[src/rtl/host_if_pkg.sv]
// Shared opcode encodings and control-bus bit positions for the burst-capable
// host interface.
package host_if_pkg;

   localparam logic [3:0] SETEP     = 4'd1;
   localparam logic [3:0] SETREG    = 4'd2;
   localparam logic [3:0] SETRVAL   = 4'd3;
   localparam logic [3:0] RDDATA    = 4'd4;
   localparam logic [3:0] RESETRVAL = 4'd5;
   localparam logic [3:0] GETRVAL   = 4'd6;
   localparam logic [3:0] RDTC      = 4'd7;
   localparam logic [3:0] WRDATA    = 4'd8;
   localparam logic [3:0] WRTC      = 4'd9;

   localparam int RDWR_B_BIT = 1;

endpackage

[src/rtl/host_if_rd_fifo.sv]
// Read prefetch FIFO.
// Push while full is accepted only when a pop happens in the same cycle.
module host_if_rd_fifo #(
   parameter int DATA_W     = 16,
   parameter int FIFO_DEPTH = 4,
   parameter int CNT_W      = $clog2(FIFO_DEPTH) + 1
) (
   input  logic              if_clock,
   input  logic              resetb,
   input  logic              push,
   input  logic              pop,
   input  logic              flush,
   input  logic [DATA_W-1:0] wdata,
   output logic [DATA_W-1:0] rdata,
   output logic [CNT_W-1:0]  count,
   output logic              empty,
   output logic              full
);

   localparam int PTR_W = $clog2(FIFO_DEPTH);

   logic [DATA_W-1:0] mem_q [FIFO_DEPTH];
   logic [PTR_W-1:0]  wr_ptr_q, wr_ptr_d;
   logic [PTR_W-1:0]  rd_ptr_q, rd_ptr_d;
   logic [CNT_W-1:0]  count_q, count_d;
   logic              do_push, do_pop;

   assign empty   = (count_q == '0);
   assign full    = (count_q == CNT_W'(FIFO_DEPTH));
   assign do_pop  = pop && !empty;
   assign do_push = push && (!full || do_pop);

   always_comb begin
      wr_ptr_d = wr_ptr_q;
      rd_ptr_d = rd_ptr_q;
      count_d  = count_q;
      if (flush) begin
         wr_ptr_d = '0;
         rd_ptr_d = '0;
         count_d  = '0;
      end else begin
         if (do_push) wr_ptr_d = wr_ptr_q + 1'b1;
         if (do_pop)  rd_ptr_d = rd_ptr_q + 1'b1;
         count_d = count_q + CNT_W'(do_push) - CNT_W'(do_pop);
      end
   end

   always_ff @(posedge if_clock or negedge resetb) begin
      if (!resetb) begin
         wr_ptr_q <= '0;
         rd_ptr_q <= '0;
         count_q  <= '0;
      end else begin
         wr_ptr_q <= wr_ptr_d;
         rd_ptr_q <= rd_ptr_d;
         count_q  <= count_d;
      end
   end

   always_ff @(posedge if_clock) begin
      if (do_push && !flush) mem_q[wr_ptr_q] <= wdata;
   end

   assign rdata = mem_q[rd_ptr_q];
   assign count = count_q;

endmodule

[src/rtl/host_if_burst.sv]
// GPIF-style host interface: decodes host opcodes into register-bus single
// accesses and counted bursts, with a prefetching read path.
module host_if_burst
   import host_if_pkg::*;
#(
   parameter int DATA_W     = 16,
   parameter int ADDR_W     = 16,
   parameter int TC_W       = 16,
   parameter int FIFO_DEPTH = 4,
   parameter int AUTO_INC   = 0
) (
   input  logic              if_clock,
   input  logic              resetb,
   input  logic [2:0]        ctl,
   input  logic [3:0]        state,
   input  logic [DATA_W-1:0] data_in,
   output logic [DATA_W-1:0] data_out,
   output logic              data_oe,
   output logic              rdy,
   output logic [ADDR_W-1:0] di_ep_addr,
   output logic [ADDR_W-1:0] di_reg_addr,
   output logic [DATA_W-1:0] di_reg_data_in,
   input  logic [DATA_W-1:0] di_reg_data_out,
   output logic              di_write,
   output logic              di_read,
   output logic              di_reset,
   input  logic              rd_ready,
   input  logic              wr_ready
);

   localparam int CNT_W = $clog2(FIFO_DEPTH) + 1;

   logic [3:0]        state_q, state_qq;
   logic [2:0]        ctl_q;
   logic [DATA_W-1:0] data_q;
   logic [ADDR_W-1:0] ep_addr_q, ep_addr_d, reg_addr_q, reg_addr_d;
   logic [DATA_W-1:0] reg_data_q, reg_data_d;
   logic [TC_W-1:0]   rd_tc_q, rd_tc_d, wr_tc_q, wr_tc_d;
   logic              di_write_q, di_write_d, di_reset_q, di_reset_d;
   logic              data_oe_q, data_oe_d, inflight_q, inflight_d;
   logic              first_q, first_d, wr_burst_q, wr_burst_d;
   logic              chg, rdwr_b, rd_issue, single_rd, fifo_pop;
   logic              fifo_empty, fifo_full;
   logic [CNT_W-1:0]  fifo_count;
   logic [DATA_W-1:0] fifo_rdata;
   logic              ctl_unused;

   assign chg        = (state_q != state_qq);
   assign rdwr_b     = ctl_q[RDWR_B_BIT];
   assign ctl_unused = ^{ctl_q[2], ctl_q[0], fifo_full};

   host_if_rd_fifo #(
      .DATA_W     (DATA_W),
      .FIFO_DEPTH (FIFO_DEPTH),
      .CNT_W      (CNT_W)
   ) u_rd_fifo (
      .if_clock (if_clock),
      .resetb   (resetb),
      .push     (inflight_q),
      .pop      (fifo_pop),
      .flush    (chg),
      .wdata    (di_reg_data_out),
      .rdata    (fifo_rdata),
      .count    (fifo_count),
      .empty    (fifo_empty),
      .full     (fifo_full)
   );

   always_comb begin
      ep_addr_d  = ep_addr_q;
      reg_addr_d = reg_addr_q;
      reg_data_d = reg_data_q;
      rd_tc_d    = rd_tc_q;
      wr_tc_d    = wr_tc_q;
      di_write_d = 1'b0;
      di_reset_d = 1'b0;
      data_oe_d  = 1'b0;
      inflight_d = 1'b0;
      wr_burst_d = 1'b0;
      first_d    = chg;
      rdy        = 1'b0;
      rd_issue   = 1'b0;
      single_rd  = 1'b0;
      fifo_pop   = 1'b0;
      // A burst write is visible on the bus for one cycle; step the address after it.
      if (AUTO_INC != 0 && wr_burst_q) reg_addr_d = reg_addr_q + 1'b1;
      if (!chg) begin
         case (state_q)
            SETEP: begin
               rdy = 1'b1;
               if (rdwr_b) ep_addr_d = ADDR_W'(data_q);
            end
            SETREG: begin
               rdy = 1'b1;
               if (rdwr_b) reg_addr_d = ADDR_W'(data_q);
            end
            SETRVAL: begin
               rdy = wr_ready;
               if (rdwr_b && wr_ready) begin
                  di_write_d = 1'b1;
                  reg_data_d = data_q;
               end
            end
            RESETRVAL: di_reset_d = first_q;
            GETRVAL: begin
               data_oe_d = 1'b1;
               rdy       = rd_ready;
               single_rd = rdwr_b && rd_ready;
            end
            RDTC: begin
               rdy = 1'b1;
               if (rdwr_b) rd_tc_d = TC_W'(data_q);
            end
            WRTC: begin
               rdy = 1'b1;
               if (rdwr_b) wr_tc_d = TC_W'(data_q);
            end
            RDDATA: begin
               data_oe_d = 1'b1;
               rdy       = !fifo_empty;
               fifo_pop  = rdwr_b && !fifo_empty;
               // Reserve a slot for the word still on its way from the device.
               rd_issue  = rd_ready && (rd_tc_q != '0) &&
                           ((fifo_count + CNT_W'(inflight_q)) < CNT_W'(FIFO_DEPTH));
               if (rd_issue) begin
                  rd_tc_d    = rd_tc_q - 1'b1;
                  inflight_d = 1'b1;
                  if (AUTO_INC != 0) reg_addr_d = reg_addr_q + 1'b1;
               end
            end
            WRDATA: begin
               rdy = wr_ready && (wr_tc_q != '0);
               if (rdwr_b && rdy) begin
                  di_write_d = 1'b1;
                  reg_data_d = data_q;
                  wr_tc_d    = wr_tc_q - 1'b1;
                  wr_burst_d = 1'b1;
               end
            end
            default: rdy = 1'b0;
         endcase
      end
   end

   always_ff @(posedge if_clock or negedge resetb) begin
      if (!resetb) begin
         state_q    <= '0;
         state_qq   <= '0;
         ctl_q      <= '0;
         data_q     <= '0;
         ep_addr_q  <= '0;
         reg_addr_q <= '0;
         reg_data_q <= '0;
         rd_tc_q    <= '0;
         wr_tc_q    <= '0;
         di_write_q <= 1'b0;
         di_reset_q <= 1'b0;
         data_oe_q  <= 1'b0;
         inflight_q <= 1'b0;
         first_q    <= 1'b0;
         wr_burst_q <= 1'b0;
      end else begin
         state_q    <= state;
         state_qq   <= state_q;
         ctl_q      <= ctl;
         data_q     <= data_in;
         ep_addr_q  <= ep_addr_d;
         reg_addr_q <= reg_addr_d;
         reg_data_q <= reg_data_d;
         rd_tc_q    <= rd_tc_d;
         wr_tc_q    <= wr_tc_d;
         di_write_q <= di_write_d;
         di_reset_q <= di_reset_d;
         data_oe_q  <= data_oe_d;
         inflight_q <= inflight_d;
         first_q    <= first_d;
         wr_burst_q <= wr_burst_d;
      end
   end

   assign data_out = (state_q == GETRVAL) ? di_reg_data_out :
                     (state_q == RDDATA && !fifo_empty) ? fifo_rdata : '0;
   assign data_oe        = data_oe_q;
   assign di_ep_addr     = ep_addr_q;
   assign di_reg_addr    = reg_addr_q;
   assign di_reg_data_in = reg_data_q;
   assign di_write       = di_write_q;
   assign di_reset       = di_reset_q;
   assign di_read        = rd_issue | single_rd;

endmodule

[config.mk]
export PLATFORM = sky130hd
export DESIGN_NAME = host_if_burst
export DESIGN_NICKNAME = d
export VERILOG_FILES = /design/src/rtl/host_if_pkg.sv /design/src/rtl/host_if_rd_fifo.sv /design/src/rtl/host_if_burst.sv
export SDC_FILE = /design/constraint.sdc
export NUM_CORES = 1
export LEC_CHECK = 0
export CAP_MARGIN = 20
export CORE_UTILIZATION = 55
export CTS_BUF_LIST = sky130_fd_sc_hd__clkbuf_2 sky130_fd_sc_hd__clkbuf_4 sky130_fd_sc_hd__clkbuf_8
export CTS_CLUSTER_DIAMETER = 150
export DETAILED_ROUTE_END_ITERATION = 8
export GPL_ROUTABILITY_DRIVEN = 0
export PLACE_DENSITY = 0.83
export SLEW_MARGIN = 40
export SYNTH_ARGS = -nofsm -noshare
export SYNTH_HDL_FRONTEND = slang
export SYNTH_HIERARCHICAL = 1
export SYNTH_SLANG_ARGS = --single-unit
[constraint.sdc]
create_clock -name if_clock -period 4.71 [get_ports if_clock]
set_input_delay 1.413 -clock if_clock [delete_from_list [all_inputs] [get_ports if_clock]]
set_output_delay 1.413 -clock if_clock [all_outputs]
set_load 0.005 [all_outputs]
==> metrics.md <==
| Metric | Value |
|---|---|
| CTS tree | `done` |
| Drt total wl | `between 15,000 and 20,000 um` |
| Clock Pin Slew Worst Setup and Hold Paths | `~0.090 ns` |
| Fin. Hold Viols | `0` |
| Vias in the first global route | `around 5,700` |
| Hold WC Path Type | `reg -> reg` |
| CP Capture Type | `primary output` |
| R2R setup slack | `between 0.9 and 1 ns` |
| Placed cell area | `between 0.009 and 0.01 mm^2` |
| Detailed Place HPWL | `between 10,000 and 15,000 um` |
| Cell Area, Synth | `roughly 0.0081 mm^2` |
| CP max stage cell | `clkdlybuf4s50_1` |
| Setup Buffers After CTS | `0` |
| Total power divided by cell area | `around 330 mW/mm^2` |
| Cts hold-fix bufs | `0` |
| RSZ-0062 raised after global routing | `false` |
| Worst-skew pair later-pin latency | `0.46 ns` |
| Syn Nets | `about 670` |
| Startpoint Class | `primary input` |
| Core box area | `~0.014 mm^2` |
| Cell mode on critical path | `clkdlybuf4s50_1` |
| Required time of the critical path | `roughly 3.3 ns` |
| Setup total negative slack | `0 ns` |
| Worst-margin pin slew | `slightly above 0.8 ns` |
| Num Clock Sinks | `about 180` |
| WHS Path Cells | `2` |
| Post-route cell area | `between 0.009 and 0.01 mm^2` |
| Arr. time, crit path | `3.16 ns` |
| Slew Limit Fails | `0` |
| Final nets | `slightly below 800` |
| Place WS | `0.100 ns` |
| Cell count after synthesis | `approximately 600` |
| Crit-path cells | `clkdlybuf4s50_1 -> nand2_1 -> or3_1 -> a21oi_1 -> clkdlybuf4s50_1` |
| Final clock skew | `~0.013 ns` |
| Max Freq | `0.219 GHz` |
| Bufs and invs on worst path | `2` |
| Avg WL per Cell | `19.7 um` |
| Final Critical Period | `~4.6 ns` |
| Initial antenna violation count | `0` |
| Hold path start | `first_q$_DFF_PN0_` |
| Vias | `~5,700` |
| Slew margin rel. | `between 40 and 50%` |
| Critical Path Fanout Max | `3` |
| FF-to-FF path depth | `8` |
| Area Overhead vs Synth | `21.4%` |
| Initial Utilization | `57.3%` |
| Yosys warnings | `6` |
| IO Count | `between 100 and 150` |
| Resize count post-CTS | `0` |
| Max_cap viols | `0` |
| Status | `finished clean` |
| Final hold slack | `slightly below 0.5 ns` |
| Drt initial violations | `651` |
| Largest net degree at the start of global routing | `86` |
| Setup ws final | `~0.13 ns` |
| GRT overflow | `0` |
| Final setup fails | `0` |
| CTS Buf Count | `17` |
| Routed vias/inst | `about 6.3` |
| Origin of the critical flop-to-flop path | `state_q[1]$_DFF_PN0_` |
| Die W | `around 120 um` |
| DRC | `0` |
| Worst vdd ir | `~0.22 mV` |
| Die height | `123 um` |
| I/O Buffers | `about 110` |
| Maximum root-to-sink buffer count | `2` |
| Critical path class | `in -> out` |
| Worst path top cell family by delay | `buffers and inverters` |
| Origin of the worst setup path | `rd_ready` |
| TritonRoute pass-1 iters | `8` |
| Clk root buf | `clkbuf_8` |
| Row count | `43` |
| Final Cycle Share | `between 90% and 100%` |
| Avg Cell Area, Syn | `around 13 um^2` |
| First-pass GRT wire length | `between 20,000 and 30,000 um` |
| Critical Path Max Stage Delay | `approximately 0.54 ns` |
| Pleak | `~3.8 nW` |
| Hold Crit Endpoint | `di_reset$_DFF_PN0_` |
| Layout cells sized above 1 | `16.7%` |
| Total track usage | `around a quarter` |
| Post-route ant nets | `0` |
| # diodes | `0` |
| H-tree lvl count | `4` |
| Worst R2R End | `u_rd_fifo/mem_q[3][3]$_DFFE_PP_` |
| Die area | `between 0.015 and 0.02 mm^2` |
-- worst min-delay path: stages, from the launching register on --
cell and delay [ns]:
dfrtp_1 0.37, nand3_1 0.06, nor2_1 0.04
-- report_power, final --
part,switching [mW],internal [mW]
logic,0.134,0.164
registers,0.0768,1.70
clock network,0.536,0.605
-- worst max-delay path by stage --
stage | to | depth (start not counted)
2_1_floorplan | di_read | 4
3_3_place_gp | di_read | 5
3_5_place_dp | di_read | 5
4_1_cts | di_read | 5
5_1_grt | di_read | 5
6_report | di_read | 5
-- sequential cells by signal, summed over array words and instances (netlist names) --
name                count
di_ep_addr             16
u_rd_fifo/count         3
di_reg_data_in         16
u_rd_fifo/wr_ptr_q      2
u_rd_fifo/rd_ptr_q      2
wr_tc_q                16
di_write                1
inflight_q              1
rd_tc_q                16
di_reset                1
di_reg_addr            16
ctl_q                   1
data_oe                 1
state_qq                4
u_rd_fifo/mem_q        64
state_q                 4
data_q                 16
first_q                 1
-- cell type report --
class	count	area [um^2]
sequential	181	4850
timing repair buffer	125	1230
multi-input combinational	381	3010
clock buffer	21	264
clock inverter	11	174
inverter	12	45.0
tap	180	225
fill	970	4300
-- placed cells by master (no fill, tap or decap), drive strengths merged, types with 19 or more instances in the layout --
master           n
clkdlybuf4s50  108
mux2            49
clkbuf          22
nor3            21
dfrtp          117
nand3           19
edfxtp          64
nor2            39
a21oi           25
nand2           23
-- metrics by stage --
stage                     cells  power (mW)  utilization (%)
after global routing        911        3.34             69.5
after detailed placement    878        2.10             66.3
after global placement      878        2.09             66.3
after floorplan             613        1.93                -
after CTS                   910        3.23             69.4
final                       911        3.22             69.5
-- routing by layer --
layer / vias to the layer above / global-route usage [%] / part of all wire [%] / wire length (um)
met2: 293 / 40.2 / 49 / 8830
met5: - / 0 / 0 / 0
met3: 34 / 5.72 / 7.6 / 1370
met1: 2823 / 32.6 / 41 / 7300
met4: 0 / 10.9 / 2.4 / 439
li1: 2549 / - / - / -
(Power assumes the default switching activity.)
==> edit: new RTL, same flow settings <==
The parameter `ADDR_W` goes from 16 to 15.
--- a/src/rtl/host_if_burst.sv
+++ b/src/rtl/host_if_burst.sv
@@ -5,5 +5,5 @@
 #(
    parameter int DATA_W     = 16,
-   parameter int ADDR_W     = 16,
+   parameter int ADDR_W     = 15,
    parameter int TC_W       = 16,
    parameter int FIFO_DEPTH = 4,
Interface: changed (resized di_ep_addr and di_reg_addr); port bits go from 112 to 110. The function was not compared with the original's and may differ.
==> edit against the original RTL <==
Synthesized area decreased by 2.6%; design area decreased by 3.5%; power decreased by 5.8%; register-to-register slack improved by 0.33 ns; combinational power increased by 1%; final cell count decreased by 2.0%; count of clock-buffer cells in the layout decreased by 1; worst setup slack got worse by 0.048 ns; fmax decreased by 1.0%; non-clock buffer count decreased by 6; via count decreased by 1.8%; wire length decreased by 1.2%; sequential cell count decreased by 2; largest power group unchanged.
==> edit: results (changes against the original RTL) <==
post-DP HPWL 12,000 um (+0.17%); Crit path arrival time 3.21 ns (+0.05 ns); drt pass-1 iters 6 (-2); max reg flops 64 (unchanged); Root Buffer clkbuf_8; VDD IR-drop max 0.228 mV (+1.5%); setup bufs post-CTS 0 (unchanged); Final Skew 0.0131 ns (-0.000412 ns); Hold WC Path Type reg2reg; clock latency on the worst-skew pair 0.47 ns; vias in the first global route 5,664 (+0.12%); status complete, no violations; H-tree depth 4 (unchanged); largest net degree at the start of global routing 84 (-2.3%); Die W 122 um (-1.3%); Top reg by flops u_rd_fifo/mem_q; PostCTS Resize Cnt 0 (unchanged); RR Endpoint u_rd_fifo/count[2]; DR iter-0 viols 525 (-19%); number of CTS-inserted buffers 17 (unchanged); yosys warns 6 (unchanged); reg-to-reg critical path startpoint state_q[0]; syn_nets 650 (-2.4%); Inserted Diodes 0 (unchanged); pin slew with the least headroom to its limit 0.858 ns (+0.0306 ns); first-pass GRT wire length 28,600 um (+0.24%); Sw Ratio 26.1% (+2.9 points); via count 5,596 (-1.8%); Hold Path Sink di_reg_data_in[7]; Nets 753 (-2.3%); CTS Buffer Depth 2 (unchanged); Tot GR Track Use 25.7% (+0.71 points); Static Leak 3.69 nW (-2.8%); Wirelength per Cell 19.8 um (+0.79%); Min-Delay Startpoint di_reg_data_in[7]; layout cells sized above 1 17.0% (+0.28 points); R2R cell count 11 (+3); hold-critical path depth 1 (-1); reg2reg setup slack 1.28 ns (+0.33 ns); antenna violations before repair 0 (unchanged); Max Fanout on Critical Path 4 (+1); Buffers on Ports 107 (-1.8%)
## edit: routing by layer
metal  up-vias  global-route usage (%)  part of all wire (%)
li1       2471                       -                     -
met1      2800                    32.2                    40
met2       283                    42.1                    49
met3        42                    6.93                   7.9
met4         0                    11.3                   2.8
met5         -                       0                     0
## edit: worst max-delay path by stage
stage	to	slack, ns	cells past startpoint
4_1_cts	di_read	0.08	5
6_report	di_read	0.09	5
3_5_place_dp	di_read	0.08	5
3_3_place_gp	di_read	0.12	5
5_1_grt	di_read	0.004	5
2_1_floorplan	di_read	1.28	3
## edit: per-stage QoR
stage	power (W)	hold WS [ns]	setup WS (ns)	area [sq um]	instances
floorplan	0.00193	0.349	1.28	7860	597
global placement	0.00208	0.469	0.125	9080	860
detailed placement	0.00210	0.475	0.0830	9090	861
CTS	0.00305	0.502	0.0763	9450	893
global route	0.00315	0.516	0.00373	9460	893
finish	0.00303	0.495	0.0871	9460	893
## edit: area by class of cell
| class | instances | area (sq um) |
|---|---|---|
| clock buffers | 20 | 258 |
| clock inverters | 12 | 93.8 |
| fillers | 940 | 4480 |
| inverters | 10 | 37.5 |
| multi-input cells | 373 | 2880 |
| flip-flops and latches | 179 | 4800 |
| well taps | 180 | 225 |
| repair buffers | 119 | 1160 |
## edit: power groups by stage
stage	clock network (W)	logic (W)	registers, W
after floorplan	0	0.000151	0.00177
after global placement	0	0.000285	0.00180
after detailed placement	0	0.000301	0.00180
after CTS	0.000980	0.000303	0.00177
after global routing	0.00104	0.000334	0.00178
final	0.000953	0.000302	0.00177
## edit: worst max-delay path: stages
cell and delay, ns:
clkdlybuf4s50_1 0.52, o211ai_1 0.19, or2_2 0.35, a21oi_1 0.20
clkdlybuf4s50_1 0.54
